--- src/rtl/vga_timing_gen.sv ---
`default_nettype none
// ============================================================================
// Module   : vga_timing_gen
// Purpose  : Parametrised VGA timing generator. Divides the system clock to a
//            pixel-rate tick, runs horizontal/vertical counters and produces
//            sync pulses, active-video flags, line/frame strobes and a frame
//            counter for game-logic pacing.
// Ports    : clock, reset (sync, active-high), enable (run/freeze)
//            pix_en            one-clock pixel tick
//            hcount, vcount    current pixel column / line
//            h_video_on, v_video_on, video_on   active-video flags
//            vga_hs, vga_vs    sync outputs, polarity set by HS_POL/VS_POL
//            line_end, frame_end   last-pixel-tick strobes
//            frame_count       completed-frame counter (wraps)
// Revision : 1.0 - initial release
// ============================================================================
module vga_timing_gen #(
    parameter int CLK_DIV  = 4,
    parameter int H_ACTIVE = 640,
    parameter int H_FP     = 16,
    parameter int H_SYNC   = 96,
    parameter int H_BP     = 48,
    parameter int V_ACTIVE = 480,
    parameter int V_FP     = 10,
    parameter int V_SYNC   = 2,
    parameter int V_BP     = 33,
    parameter bit HS_POL   = 1'b0,
    parameter bit VS_POL   = 1'b0,
    parameter int CNT_W    = 16
) (
    input  logic             clock,
    input  logic             reset,
    input  logic             enable,
    output logic             pix_en,
    output logic [CNT_W-1:0] hcount,
    output logic [CNT_W-1:0] vcount,
    output logic             h_video_on,
    output logic             v_video_on,
    output logic             video_on,
    output logic             vga_hs,
    output logic             vga_vs,
    output logic             line_end,
    output logic             frame_end,
    output logic [7:0]       frame_count
);

    localparam int c_h_total    = H_ACTIVE + H_FP + H_SYNC + H_BP;
    localparam int c_v_total    = V_ACTIVE + V_FP + V_SYNC + V_BP;
    localparam int c_hs_start   = H_ACTIVE + H_FP;
    localparam int c_hs_end     = H_ACTIVE + H_FP + H_SYNC - 1;
    localparam int c_vs_start   = V_ACTIVE + V_FP;
    localparam int c_vs_end     = V_ACTIVE + V_FP + V_SYNC - 1;
    localparam int c_div_w      = (CLK_DIV > 1) ? $clog2(CLK_DIV) : 1;

    logic [c_div_w-1:0] r_div_cnt;
    logic               r_tick;     // pixel tick pending in this cycle
    logic               r_h_last;   // hcount == H_TOTAL-1
    logic               r_v_last;   // vcount == V_TOTAL-1
    logic [CNT_W-1:0]   w_h_next;
    logic [CNT_W-1:0]   w_v_next;
    logic               w_div_last;

    assign w_div_last = (r_div_cnt == c_div_w'(CLK_DIV - 1));

    // Next counter position; flags and syncs are computed from it so they are
    // registered alongside the counters and always match the displayed value.
    always_comb begin
        w_h_next = hcount + 1'b1;
        w_v_next = vcount;
        if (r_h_last) begin
            w_h_next = '0;
            w_v_next = r_v_last ? '0 : vcount + 1'b1;
        end
    end

    always_ff @(posedge clock) begin
        if (reset) begin
            r_div_cnt   <= '0;
            r_tick      <= 1'b0;
            r_h_last    <= 1'b0;
            r_v_last    <= 1'b0;
            hcount      <= '0;
            vcount      <= '0;
            h_video_on  <= 1'b1;
            v_video_on  <= 1'b1;
            video_on    <= 1'b1;
            vga_hs      <= ~HS_POL;
            vga_vs      <= ~VS_POL;
            frame_count <= '0;
        end else if (enable) begin
            r_div_cnt <= w_div_last ? '0 : r_div_cnt + 1'b1;
            r_tick    <= w_div_last;
            if (r_tick) begin
                hcount     <= w_h_next;
                vcount     <= w_v_next;
                r_h_last   <= (w_h_next == CNT_W'(c_h_total - 1));
                r_v_last   <= (w_v_next == CNT_W'(c_v_total - 1));
                h_video_on <= (w_h_next < CNT_W'(H_ACTIVE));
                v_video_on <= (w_v_next < CNT_W'(V_ACTIVE));
                video_on   <= (w_h_next < CNT_W'(H_ACTIVE)) &&
                              (w_v_next < CNT_W'(V_ACTIVE));
                vga_hs     <= ((w_h_next >= CNT_W'(c_hs_start)) &&
                               (w_h_next <= CNT_W'(c_hs_end))) ? HS_POL : ~HS_POL;
                vga_vs     <= ((w_v_next >= CNT_W'(c_vs_start)) &&
                               (w_v_next <= CNT_W'(c_vs_end))) ? VS_POL : ~VS_POL;
                if (r_h_last && r_v_last) begin
                    frame_count <= frame_count + 1'b1;
                end
            end
        end
    end

    // A tick that is pending when enable drops is held in r_tick and shown
    // on resume, so freezing never skips or duplicates a pixel.
    assign pix_en    = r_tick & enable;
    assign line_end  = pix_en & r_h_last;
    assign frame_end = line_end & r_v_last;

endmodule
`default_nettype wire

--- config.mk ---
export PLATFORM = sky130hd
export DESIGN_NAME = vga_timing_gen
export DESIGN_NICKNAME = d
export VERILOG_FILES = /design/src/rtl/vga_timing_gen.sv
export SDC_FILE = /design/constraint.sdc
export NUM_CORES = 1
export LEC_CHECK = 0
export ABC_CLOCK_PERIOD_IN_PS = 4300
export BUFFER_PORTS_ARGS = -buffer_cell sky130_fd_sc_hd__buf_2
export CORE_MARGIN = 4
export CORE_UTILIZATION = 40
export DETAILED_ROUTE_END_ITERATION = 10
export GPL_TIMING_DRIVEN = 0
export REMOVE_ABC_BUFFERS = 1
export SYNTH_ARGS = -nofsm -noshare
export SYNTH_HDL_FRONTEND = slang
export SYNTH_SLANG_ARGS = --single-unit
--- constraint.sdc ---
create_clock -name clock -period 4.3 [get_ports clock]
set_clock_uncertainty 0.15 [all_clocks]
set_input_delay 0.43 -clock clock [delete_from_list [all_inputs] [get_ports clock]]
set_output_delay 0.43 -clock clock [all_outputs]
set_load 0.1 [all_outputs]
# [Yosys cells after proc, flatten, opt, wreduce, memory -nomap -nowiden]
# Cells that the tools add are included.
# Widths: inputs -> output; s select.
[classes] n_addsub=4 magnitude_cmp=6 n_eq_ne=3 muxes=6 n_bitwise=3 n_reduce_logical=6
[ops] op="$mux 16" n=3
[ops] op="$add 16x1->16 const B" n=2
[ops] op="$eq 16x10->1 const B" n=2
[ops] op="$ge 16x10->1 const B" n=1
[ops] op="$ge 16x9->1 const B" n=1
[ops] op="$le 16x10->1 const B" n=1
[ops] op="$le 16x9->1 const B" n=1
[ops] op="$lt 16x10->1 const B" n=1
[ops] op="$lt 16x9->1 const B" n=1
[ops] op="$add 8x1->8 const B" n=1
[ops] op="$logic_and 1x1->1" n=4
[ops] op="$and 1x1->1" n=3
[ops] op="$reduce_and 3->1" n=1
[ops] op="$add 2x1->2 const B" n=1
[ops] op="$eq 2x2->1 const B" n=1
[ops] op="$mux 1" n=2
[ops] op="$mux 2" n=1
[ops] op="$reduce_and 2->1" n=1
[totals] regBits=50 in_bits=3 output_inout_bits=48 word_cells=40

# [Longest topological paths before layout]
[logic_depth] depth_word=6 mapped_depth=9 depth_no_buf=8

# [Least setup slack after synthesis]
# No wires, ideal clock.
[synth_path] path_kind="flip-flop to flip-flop" from="register hcount[0]" to="register video_on" setup_time_ps=62 t_arrival_ps=2811 t_required_ps=4088 slack_ps=1276 stages_incl_launch_ff=10 n_path_buf=1 path_cell_list="dfxtp_1 > ha_1 > and3_1 > buf_4 > and4_1 > a41oi_1 > a21oi_1 > o211ai_1 > a211oi_1 > a221o_1"
[synth_via] elab_chain_cells=4
[synth_lines] element="start: declaration" line="35" source="output logic [CNT_W-1:0] hcount,"
[synth_lines] element="start signal: assignment" line="94" source="hcount <= w_h_next;"
[synth_lines] element="$add 16x1->16" line="68" source="w_h_next = hcount + 1'b1;"
[synth_lines] element="$mux 16" line="70" source="if (r_h_last) begin"
[synth_lines] element="$lt 16x10->1" line="100" source="video_on <= (w_h_next < CNT_W'(H_ACTIVE)) &&"
[synth_lines] element="$logic_and 1x1->1" line="100"
[synth_lines] element="end signal: assignment" line="100"
[synth_lines] element="end: declaration" line="39" source="output logic video_on,"
# No other way between the ends.
# A chain may end at the register's enable or synchronous reset.

# [Worst setup path after layout]
[layout_path] from="register r_tick" to="output port frame_end"
[layout_via] elab_chain_cells=3
[layout_lines] element="start: declaration" line="56" source="logic r_tick;"
[layout_lines] element="start signal: assignment" line="92" source="r_tick <= w_div_last;"
[layout_lines] element="$and 1x1->1" line="115" source="assign pix_en = r_tick & enable;"
[layout_lines] element="$and 1x1->1" line="116" source="assign line_end = pix_en & r_h_last;"
[layout_lines] element="$and 1x1->1" line="117" source="assign frame_end = line_end & r_v_last;"
[layout_lines] element="end: declaration" line="43" source="output logic frame_end,"
# No other way between the ends.

==> results.json <==
{
  "hold_path.class": "input port to flip-flop",
  "wl_per_cell_um": 14.3,
  "yosys_warnings": 0,
  "gp_congestion": 0.802,
  "final_area_um2": 3420,
  "maxSlewViolCount": 0,
  "leakagePower_nw": 1.36,
  "clock_path_buffers": 2,
  "portBuffers": 50,
  "syn_area_per_cell_um2": 7.43,
  "synthTopCellsByCount": "nor2_1 (69), dfxtp_1 (50), a21oi_1 (49)",
  "numCtsBuffers": 5,
  "seq_area_frac_synth_pct": 32.5,
  "finalSetupTns_ps": 0,
  "clk_pin_slew_ps": 90,
  "clockRootBuffer": "clkbuf_8",
  "hold_viol": 0,
  "cp-end-kind": "primary output",
  "post_cts_buffers": 0,
  "finalCriticalPeriod_ps": 3380,
  "grtUsageTotal_pct": 17.2,
  "worst_r2r_path_depth": 5,
  "worst_slew_pin_slew_ps": 1170,
  "period_share_pct": 78.5,
  "cp_data_required_time_ps": 3720,
  "syn_to_final_growth_pct": 11.1,
  "cp.arrival_ps": 2800,
  "status": "finished, final reports clean",
  "antenna_left": 0,
  "drcViolationCount": 0,
  "first_pass_iters": 5,
  "hold_buffers": 0,
  "grt_start_max_net_pins": 54,
  "initialDrtViolationCount": 168,
  "start_kind": "flip-flop",
  "synthFlopType": "dfxtp_1",
  "antenna_cells": 0,
  "synth_edf_count": 0,
  "drive_gt1_share_pct": 16.1,
  "coreArea_um2": 7370,
  "die_w_um": 95.7,
  "nets": 446,
  "r2r_setup_slack_ps": 1150,
  "cts_num_sinks": 50,
  "vias": 3014,
  "timing.fmax_ghz": 0.296,
  "rows": 31,
  "insertion_delay_ps": 310,
  "yosys.area.top_type_share_pct": 32.5,
  "worstSetupStartpoint": "r_tick$_SDFFE_PP0P_",
  "cts_resized": 0,
  "synthesis.area_um2": 3080,
  "cts_tree": "yes",
  "finalSetupViolations": 0,
  "ys_ff_latch": 50,
  "die_h_um": 95.7,
  "crit_path_end": "frame_end",
  "vias_per_cell": 5.59,
  "ys_types": 58,
  "reg2reg_from": "r_tick$_SDFFE_PP0P_",
  "htree_levels": 2,
  "place_area_um2": 3320,
  "grt_pass1_vias": 2631,
  "rsz0062_at_grt": "no",
  "grt_pass1_wl_um": 12700,
  "wl_um": 7700,
  "cap_violations": 0,
  "synth_area_leaders": "dfxtp_1 (33%), nor2_1 (8.4%), a21oi_1 (8.0%), nand2_1 (3.7%), nor3_1 (3.6%)",
  "start_util_pct": 41.8,
  "gr-total-overflow": 0,
  "grt_antenna_before_repair": 0,
  "yosysTopAreaCell": "dfxtp_1",
  "place_hpwl_um": 5030,
  "die-area_um2": 9160,
  "r2r_end": "vcount[4]$_SDFFE_PP0P_",
  "syn_inst": 414,
  "ir_drop_uv": 120,
  "crit_path_max_fanout": 41,
  "synth_most_common_cell": "nor2_1",
  "design_power_total_w": 0.000824,
  "crit_type": "flip-flop to primary output",
  "max_slew_margin_pct": 22.1,
  "async_flop_share_pct": 0,
  "pin_count": 51,
  "power_density_nw_per_um2": 241
}
==> per-layer routing <==
layer  part of all wire, %  up-vias  track usage, %  wire (µm)
met2                    44       64            26.6       3400
met4                  0.86        0            4.15         66
met5                     0        -               0          0
met3                   5.3        6            4.07        404
li1                      -     1549               -          -
met1                    50     1395            24.2       3820
==> final cells by class <==
class / instances / area, µm²
Tap cell: 99 / 124
Inverter: 8 / 30.0
Sequential cell: 50 / 1000
Clock buffer: 6 / 82.6
Multi-Input combinational cell: 324 / 1920
Clock inverter: 2 / 12.5
Timing Repair Buffer: 50 / 250
Fill cell: 766 / 3950
==> report_power, final <==
group          switching (W)  internal, W   total, W
Clock               0.000166     0.000130   0.000296
Combinational      0.0000398    0.0000126  0.0000523
Sequential        0.00000885     0.000467   0.000476
==> layout by cell type (no fill, tap or decap), drive strengths merged, types with 6 or more instances in the layout <==
cell	netlist	final
a31oi	6	6
a21oi	49	49
nand3	18	18
inv	8	8
buf	9	50
nand2	30	30
and4	6	6
nand4	9	9
xnor2	9	9
clkbuf	23	6
xor2	9	9
o21ai	18	18
and3	10	10
mux2i	6	6
nor2	69	69
dfxtp	50	50
nor3	23	23
==> worst min path at each step <==
stage,start,end,slack [ps],depth (start not counted)
final,enable,r_tick$_SDFFE_PP0P_,290,3
after global routing,enable,r_tick$_SDFFE_PP0P_,310,3
after CTS,enable,r_tick$_SDFFE_PP0P_,280,3
after detailed placement,h_video_on$_SDFFE_PP1P_,h_video_on$_SDFFE_PP1P_,300,1
after global placement,h_video_on$_SDFFE_PP1P_,h_video_on$_SDFFE_PP1P_,310,1
after floorplan,r_tick$_SDFFE_PP0P_,r_tick$_SDFFE_PP0P_,310,2
==> logic make-up (layout without fill, tap and decap cells) <==
kind of cell             count (synthesis)  count (layout)  synth area share [%]
adder cells (fa/ha/maj)                  4               4                  1.63
XOR/XNOR                                18              18                  5.12
multiplexers                             6               6                  1.95
AND/OR/NAND/NOR                        190             190                  32.3
AO/OA/AOI/OAI                          106             106                  21.2
flip-flops                              50              50                  32.5
buffers and inverters                   40              66                  5.24
==> flip-flops by register name (all words and copies together) (netlist names) <==
signal,cells
r_div_cnt,2
frame_count,8
r_v_last,1
vga_hs,1
h_video_on,1
r_h_last,1
vga_vs,1
hcount,16
v_video_on,1
vcount,16
r_tick,1
video_on,1
==> worst max-delay path, cell delays in order (launching register included) <==
cell and delay, ps:
dfxtp_1 350, nand2_2 440, inv_1 770, and3_1 420, buf_2 490
==> per-stage QoR <==
stage / std cells / hold slack [ps] / setup slack (ps) / util (%)
after floorplan: 382 / 310 / 309 / -
after global placement: 531 / 313 / 387 / 45.1
after detailed placement: 531 / 298 / 408 / 45.1
after CTS: 539 / 276 / 420 / 46.3
after global routing: 539 / 308 / 699 / 46.4
final: 539 / 290 / 923 / 46.4
No activity file was read; power rests on OpenSTA's default activity.
